===== src/rtl/cv32e40p_regfile_pkg.sv =====
// Shared types and helpers for the cv32e40p multi-port register file.
// onehot_decode works on addresses up to RF_MAX_ADDR_WIDTH bits; callers zero-extend and slice.
package cv32e40p_regfile_pkg;

    localparam int RF_ADDR_WIDTH     = 5;
    localparam int RF_DATA_WIDTH     = 32;
    localparam int RF_MAX_ADDR_WIDTH = 8;
    localparam int RF_MAX_WORDS      = 2 ** RF_MAX_ADDR_WIDTH;

    typedef logic [RF_ADDR_WIDTH-1:0] rf_addr_t;
    typedef logic [RF_DATA_WIDTH-1:0] rf_data_t;
    typedef logic [RF_MAX_WORDS-1:0]  rf_wordvec_t;

    function automatic rf_wordvec_t onehot_decode(input logic [RF_MAX_ADDR_WIDTH-1:0] addr,
                                                  input logic en);
        rf_wordvec_t v;
        v       = '0;
        v[addr] = en;
        return v;
    endfunction

endpackage


===== src/rtl/cv32e40p_regfile_scoreboard.sv =====
// Per-word busy bits tracking outstanding long-latency writes.
// Update order: flush clears all, write ports clear their target, reserve sets last.
module cv32e40p_regfile_scoreboard
    import cv32e40p_regfile_pkg::*;
#(
    parameter int ADDR_WIDTH     = RF_ADDR_WIDTH,
    parameter int NR_WRITE_PORTS = 2,
    parameter int ZERO_REG       = 1,
    localparam int NUM_WORDS     = 2 ** ADDR_WIDTH
) (
    input  logic                                     clk,
    input  logic                                     rst,
    input  logic [NR_WRITE_PORTS-1:0]                i_we,
    input  logic [NR_WRITE_PORTS-1:0][ADDR_WIDTH-1:0] i_waddr,
    input  logic                                     i_rsv,
    input  logic [ADDR_WIDTH-1:0]                    i_rsv_addr,
    input  logic                                     i_flush,
    output logic [NUM_WORDS-1:0]                     o_busy_vec
);

    logic [NUM_WORDS-1:0] r_busy;
    logic [NUM_WORDS-1:0] w_busy_nxt;
    rf_wordvec_t          w_dec;

    always_comb begin
        w_busy_nxt = r_busy;
        w_dec      = '0;
        if (i_flush) begin
            w_busy_nxt = '0;
        end
        for (int p = 0; p < NR_WRITE_PORTS; p++) begin
            w_dec      = onehot_decode(RF_MAX_ADDR_WIDTH'(i_waddr[p]), i_we[p]);
            w_busy_nxt = w_busy_nxt & ~w_dec[NUM_WORDS-1:0];
        end
        // Reserve wins over same-cycle clears: it names the new producer.
        w_dec      = onehot_decode(RF_MAX_ADDR_WIDTH'(i_rsv_addr), i_rsv);
        w_busy_nxt = w_busy_nxt | w_dec[NUM_WORDS-1:0];
        if (ZERO_REG != 0) begin
            w_busy_nxt[0] = 1'b0;
        end
    end

    always_ff @(posedge clk or posedge rst) begin
        if (rst) begin
            r_busy <= '0;
        end else begin
            r_busy <= w_busy_nxt;
        end
    end

    assign o_busy_vec = r_busy;

endmodule


===== src/rtl/cv32e40p_register_file_mp.sv =====
// Multi-port flip-flop register file with busy scoreboard; reads are combinational.
// Optional macro CV32E40P_RF_BYPASS_EN forwards same-cycle write data to matching reads.
module cv32e40p_register_file_mp
    import cv32e40p_regfile_pkg::*;
#(
    parameter int ADDR_WIDTH     = RF_ADDR_WIDTH,
    parameter int DATA_WIDTH     = RF_DATA_WIDTH,
    parameter int NR_READ_PORTS  = 3,
    parameter int NR_WRITE_PORTS = 2,
    parameter int ZERO_REG       = 1,
    localparam int NUM_WORDS     = 2 ** ADDR_WIDTH
) (
    input  logic                                     clk,
    input  logic                                     rst,
    input  logic [NR_READ_PORTS-1:0][ADDR_WIDTH-1:0] raddr_i,
    output logic [NR_READ_PORTS-1:0][DATA_WIDTH-1:0] rdata_o,
    output logic [NR_READ_PORTS-1:0]                 rbusy_o,
    input  logic [NR_WRITE_PORTS-1:0]                we_i,
    input  logic [NR_WRITE_PORTS-1:0][ADDR_WIDTH-1:0] waddr_i,
    input  logic [NR_WRITE_PORTS-1:0][DATA_WIDTH-1:0] wdata_i,
    input  logic                                     rsv_i,
    input  logic [ADDR_WIDTH-1:0]                    rsv_addr_i,
    input  logic                                     flush_i,
    output logic [NUM_WORDS-1:0]                     busy_vec_o
);

    logic [NR_WRITE_PORTS-1:0][NUM_WORDS-1:0] w_sel;
    logic [DATA_WIDTH-1:0]                    w_mem [NUM_WORDS];
    rf_wordvec_t                              w_dec;

    always_comb begin
        w_dec = '0;
        w_sel = '0;
        for (int p = 0; p < NR_WRITE_PORTS; p++) begin
            w_dec    = onehot_decode(RF_MAX_ADDR_WIDTH'(waddr_i[p]), we_i[p]);
            w_sel[p] = w_dec[NUM_WORDS-1:0];
        end
    end

    for (genvar g = 0; g < NUM_WORDS; g++) begin : g_word
        if (ZERO_REG != 0 && g == 0) begin : g_zero
            assign w_mem[g] = '0;
        end else begin : g_ff
            logic [DATA_WIDTH-1:0] r_word;
            logic [DATA_WIDTH-1:0] w_wdata;

            // Ascending scan: the highest-indexed port targeting this word wins.
            always_comb begin
                w_wdata = r_word;
                for (int p = 0; p < NR_WRITE_PORTS; p++) begin
                    if (w_sel[p][g]) begin
                        w_wdata = wdata_i[p];
                    end
                end
            end

            always_ff @(posedge clk or posedge rst) begin
                if (rst) begin
                    r_word <= '0;
                end else begin
                    r_word <= w_wdata;
                end
            end

            assign w_mem[g] = r_word;
        end
    end

    cv32e40p_regfile_scoreboard #(
        .ADDR_WIDTH     (ADDR_WIDTH),
        .NR_WRITE_PORTS (NR_WRITE_PORTS),
        .ZERO_REG       (ZERO_REG)
    ) u_scoreboard (
        .clk        (clk),
        .rst        (rst),
        .i_we       (we_i),
        .i_waddr    (waddr_i),
        .i_rsv      (rsv_i),
        .i_rsv_addr (rsv_addr_i),
        .i_flush    (flush_i),
        .o_busy_vec (busy_vec_o)
    );

    always_comb begin
        for (int r = 0; r < NR_READ_PORTS; r++) begin
            rdata_o[r] = w_mem[raddr_i[r]];
            rbusy_o[r] = busy_vec_o[raddr_i[r]];
`ifdef CV32E40P_RF_BYPASS_EN
            for (int p = 0; p < NR_WRITE_PORTS; p++) begin
                if (we_i[p] && (waddr_i[p] == raddr_i[r]) &&
                    !((ZERO_REG != 0) && (raddr_i[r] == '0))) begin
                    rdata_o[r] = wdata_i[p];
                    if (!(rsv_i && (rsv_addr_i == raddr_i[r]))) begin
                        rbusy_o[r] = 1'b0;
                    end
                end
            end
`endif
        end
    end

endmodule


===== config.mk =====
export PLATFORM = sky130hd
export DESIGN_NAME = cv32e40p_register_file_mp
export DESIGN_NICKNAME = d
export VERILOG_FILES = /design/src/rtl/cv32e40p_regfile_pkg.sv /design/src/rtl/cv32e40p_regfile_scoreboard.sv /design/src/rtl/cv32e40p_register_file_mp.sv
export SDC_FILE = /design/constraint.sdc
export NUM_CORES = 2
export LEC_CHECK = 0
export BUFFER_PORTS_ARGS = -buffer_cell sky130_fd_sc_hd__buf_2
export CORE_UTILIZATION = 58
export DETAILED_ROUTE_END_ITERATION = 16
export GPL_TIMING_DRIVEN = 0
export PLACE_DENSITY = 0.78
export SYNTH_ARGS = -nofsm -noshare
export SYNTH_HDL_FRONTEND = slang
export SYNTH_SLANG_ARGS = --single-unit

===== constraint.sdc =====
create_clock -name clk -period 29.5 [get_ports clk]
set_input_delay 2.95 -clock clk [delete_from_list [all_inputs] [get_ports clk]]
set_output_delay 2.95 -clock clk [all_outputs]
set_load 0.03 [all_outputs]

==> reports/metrics.cfg <==
[run_status]
status = finished, violations left
violations = max-capacitance violations, max-slew violations

[detailed_routing]
drt_first_pass_iters = 10
wl_per_cell_um = 40.54
drc = 0
routed_via_density = 7.718
ant_nets = 0
drtIter0Drc = 13700
wirelength_um = 362500
vias = 69010

[clock_tree]
post_cts_resized = 0
postCtsHoldBufs = 0
insertion_delay_ns = 0.78
cts_sinks = 1023
cts_max_level = 3
post_cts_buffers = 0
numCtsBuffers = 118
cts_tree = built
cts.reportedPaths.clkPinSlew_ns = 0.06
cts.path.max_buffers = 3
cts-root-buf = clkbuf_16

[worst_hold_path]
hold-path-endpoint = g_word[12].g_ff.r_word[3]
hold_class = flip-flop to flip-flop
hp-start = g_word[12].g_ff.r_word[3]
holdPathStages = 2

[power]
power_mw = 5.595
p_leak_nw = 34.28
powerDensity_mw_per_mm2 = 69.64
vdd_drop_max_uv = 60.82

[grt]
grt_use_total = 0.5649
grt_pass1_vias = 64970
grt_start_max_net_pins = 44
antenna_found_initial = 30
grt_pass1_wl_um = 494900
gr-total-overflow = 0

[sta]
rsz0062_at_grt = no
finClkSkew_ns = 0
tightest_slew_ns = 1.541
tns_ns = 0
fmax_mhz = 95.05
period_share = 0.3567
slew_viol_final = 11
finalSetupViolations = 0
hold_ws_ns = 0.6134
setup_slack_ns = 18.98
period_minus_slack_ns = 10.52
slew_headroom = -0.02736
final-hold-violation-count = 0

[worst_setup_path]
r2r-end = u_scoreboard.o_busy_vec[25]
timing.rr.start = u_scoreboard.o_busy_vec[25]
start_kind = primary input
critPathKind = primary input to primary output
cp-end-kind = primary output
slowest_stage = o21ai_0
ff2ff_setup_slack_ns = 28.38
cp_max_fo = 10
worstPathArrival_ns = 7.57
crit_chain = buf_2 -> buf_2 -> buf_2 -> nor2_1 -> clkbuf_1 -> a22o_1 -> o21ai_0 -> o31ai_1 -> buf_2
rr_worst_depth = 2
slowest_delay_ns = 1.03
crit_top_cell = buf_2
required_ns = 26.55

[placement]
post_dp_cell_area_sq_mm = 0.07605
pre_cts_ws_ns = 19.77
io_buffer_count = 219
placed_cells = 8697
place_congestion = 1.103
dpl.hpwl_um = 275300

[die]
num_rows = 129
die_x_um = 355.1
io_pins = 231
die_h_um = 355.1
initial_core_util = 0.5849
die-area_sq_mm = 0.1261
core_sq_mm = 0.1236

[layout]
fin_util = 0.6498
drive_gt1_frac = 0.1920
nNetsFinal = 7280
layout_commonest_cell = mux2i_1
finish.instance_area_sq_mm = 0.08034
fillers = 10120
final_cell_count_no_fill = 8941
mostFrequentLayoutCells = 1291 x mux2i_1, 1023 x dfrtp_1, 594 x mux4_2, 576 x o21ai_0, 546 x clkbuf_1
area_delta_synth_final_pct = 11.09

[synthesis]
ys_seq_elements = 1023
synthCells = 6812
synth_warnings = 0
synth_nets = 6912
syn_area_sq_mm = 0.07232
synth_area_per_cell_sq_um = 10.62
synth-seq-area-share = 0.3540
synth_cell_types = 40

[run]
cap_violations = 1

power by group:
| part | total, mW | switching (mW) | leakage (nW) | internal [mW] |
|---|---|---|---|---|
| registers | 2.20 | 0.433 | 12.5 | 1.77 |
| clock network | 1.66 | 0.697 | 2.07 | 0.959 |
| logic | 1.74 | 0.913 | 19.7 | 0.826 |
worst max path at each step:
stage,startpoint,endpoint,slack [ns],cells after the start
2_1_floorplan,rst,g_word[10].g_ff.r_word[0],12.45,1
6_report,raddr_i[11],rdata_o[74],18.98,9
3_3_place_gp,rst,g_word[31].g_ff.r_word[1],5.66,2
5_1_grt,raddr_i[11],rdata_o[85],19.45,9
4_1_cts,raddr_i[11],rdata_o[85],19.77,9
3_5_place_dp,raddr_i[11],rdata_o[85],19.77,9
Yosys cell counts:
library cell	number	area (sq um)
or4b_1	1	10.01
nand4bb_1	12	135.1
or2_1	1	6.260
o2bb2ai_1	8	70.07
clkbuf_1	529	1986
nand4b_1	3	26.28
nand2_1	506	1899
nand4_1	1	6.260
buf_4	58	435.4
mux2i_1	1291	12920
inv_1	4	15.01
nand3b_1	19	142.6
a21oi_1	512	2562
and4bb_2	3	37.54
or3b_2	3	26.28
nor2b_1	18	112.6
mux2_2	98	1104
or3_1	3	18.77
o21ai_1	12	60.06
nor4b_2	1	15.01
nor2_1	535	2008
o22ai_1	113	706.9
buf_1	73	274.0
buf_2	179	895.9
or2_2	3	18.77
a211oi_1	99	743.2
nor3b_1	9	67.56
and2_1	102	638.1
conb_1	1	3.750
nand3_1	7	35.03
nor2_2	6	37.54
nand2b_1	9	56.30
and4b_1	3	30.03
a22o_1	296	2592
o21ai_0	576	2883
nor3_2	1	10.01
mux4_2	594	13380
and4_1	1	8.760
dfrtp_1	1023	25600
o31ai_1	99	743.2
critical path, delay by kind of cell:
| kind | cells | cell delay (ns) |
|---|---|---|
| AND/OR/NAND/NOR | 1 | 0.47 |
| AO/OA/AOI/OAI | 3 | 1.91 |
| buffers and inverters | 5 | 2.21 |
layer usage:
metal | track usage | share of wire | vias up
li1 | - | - | 26280
met5 | 0.009434 | 0.0012 | -
met2 | 0.7620 | 0.40 | 7044
met1 | 0.6883 | 0.33 | 33810
met3 | 0.3512 | 0.20 | 1839
met4 | 0.3093 | 0.072 | 34
logic make-up after synthesis:
logic type | synth area share
multiplexers | 0.3789
AO/OA/AOI/OAI | 0.1433
AND/OR/NAND/NOR | 0.07393
flip-flops | 0.3540
buffers and inverters | 0.04986
other | 0.00005185
flip-flops by register name (all words and copies together) (netlist names):
signal and cells:
g_word.g_ff.r_word 992, u_scoreboard.o_busy_vec 31
area by class of cell:
| class | instances | area, sq um | share of cell area |
|---|---|---|---|
| antenna | 24 | 60.06 | 0.0007475 |
| sequential | 1023 | 25600 | 0.3186 |
| buffer | 839 | 3592 | 0.04471 |
| multi-input combinational | 4946 | 43120 | 0.5366 |
| clock buffer | 164 | 3428 | 0.04267 |
| timing repair buffer | 248 | 1677 | 0.02087 |
| clock inverter | 56 | 803.3 | 0.009998 |
| inverter | 4 | 18.77 | 0.0002336 |
| tap | 1637 | 2048 | 0.02549 |
Power figures use the tool's default switching activity.
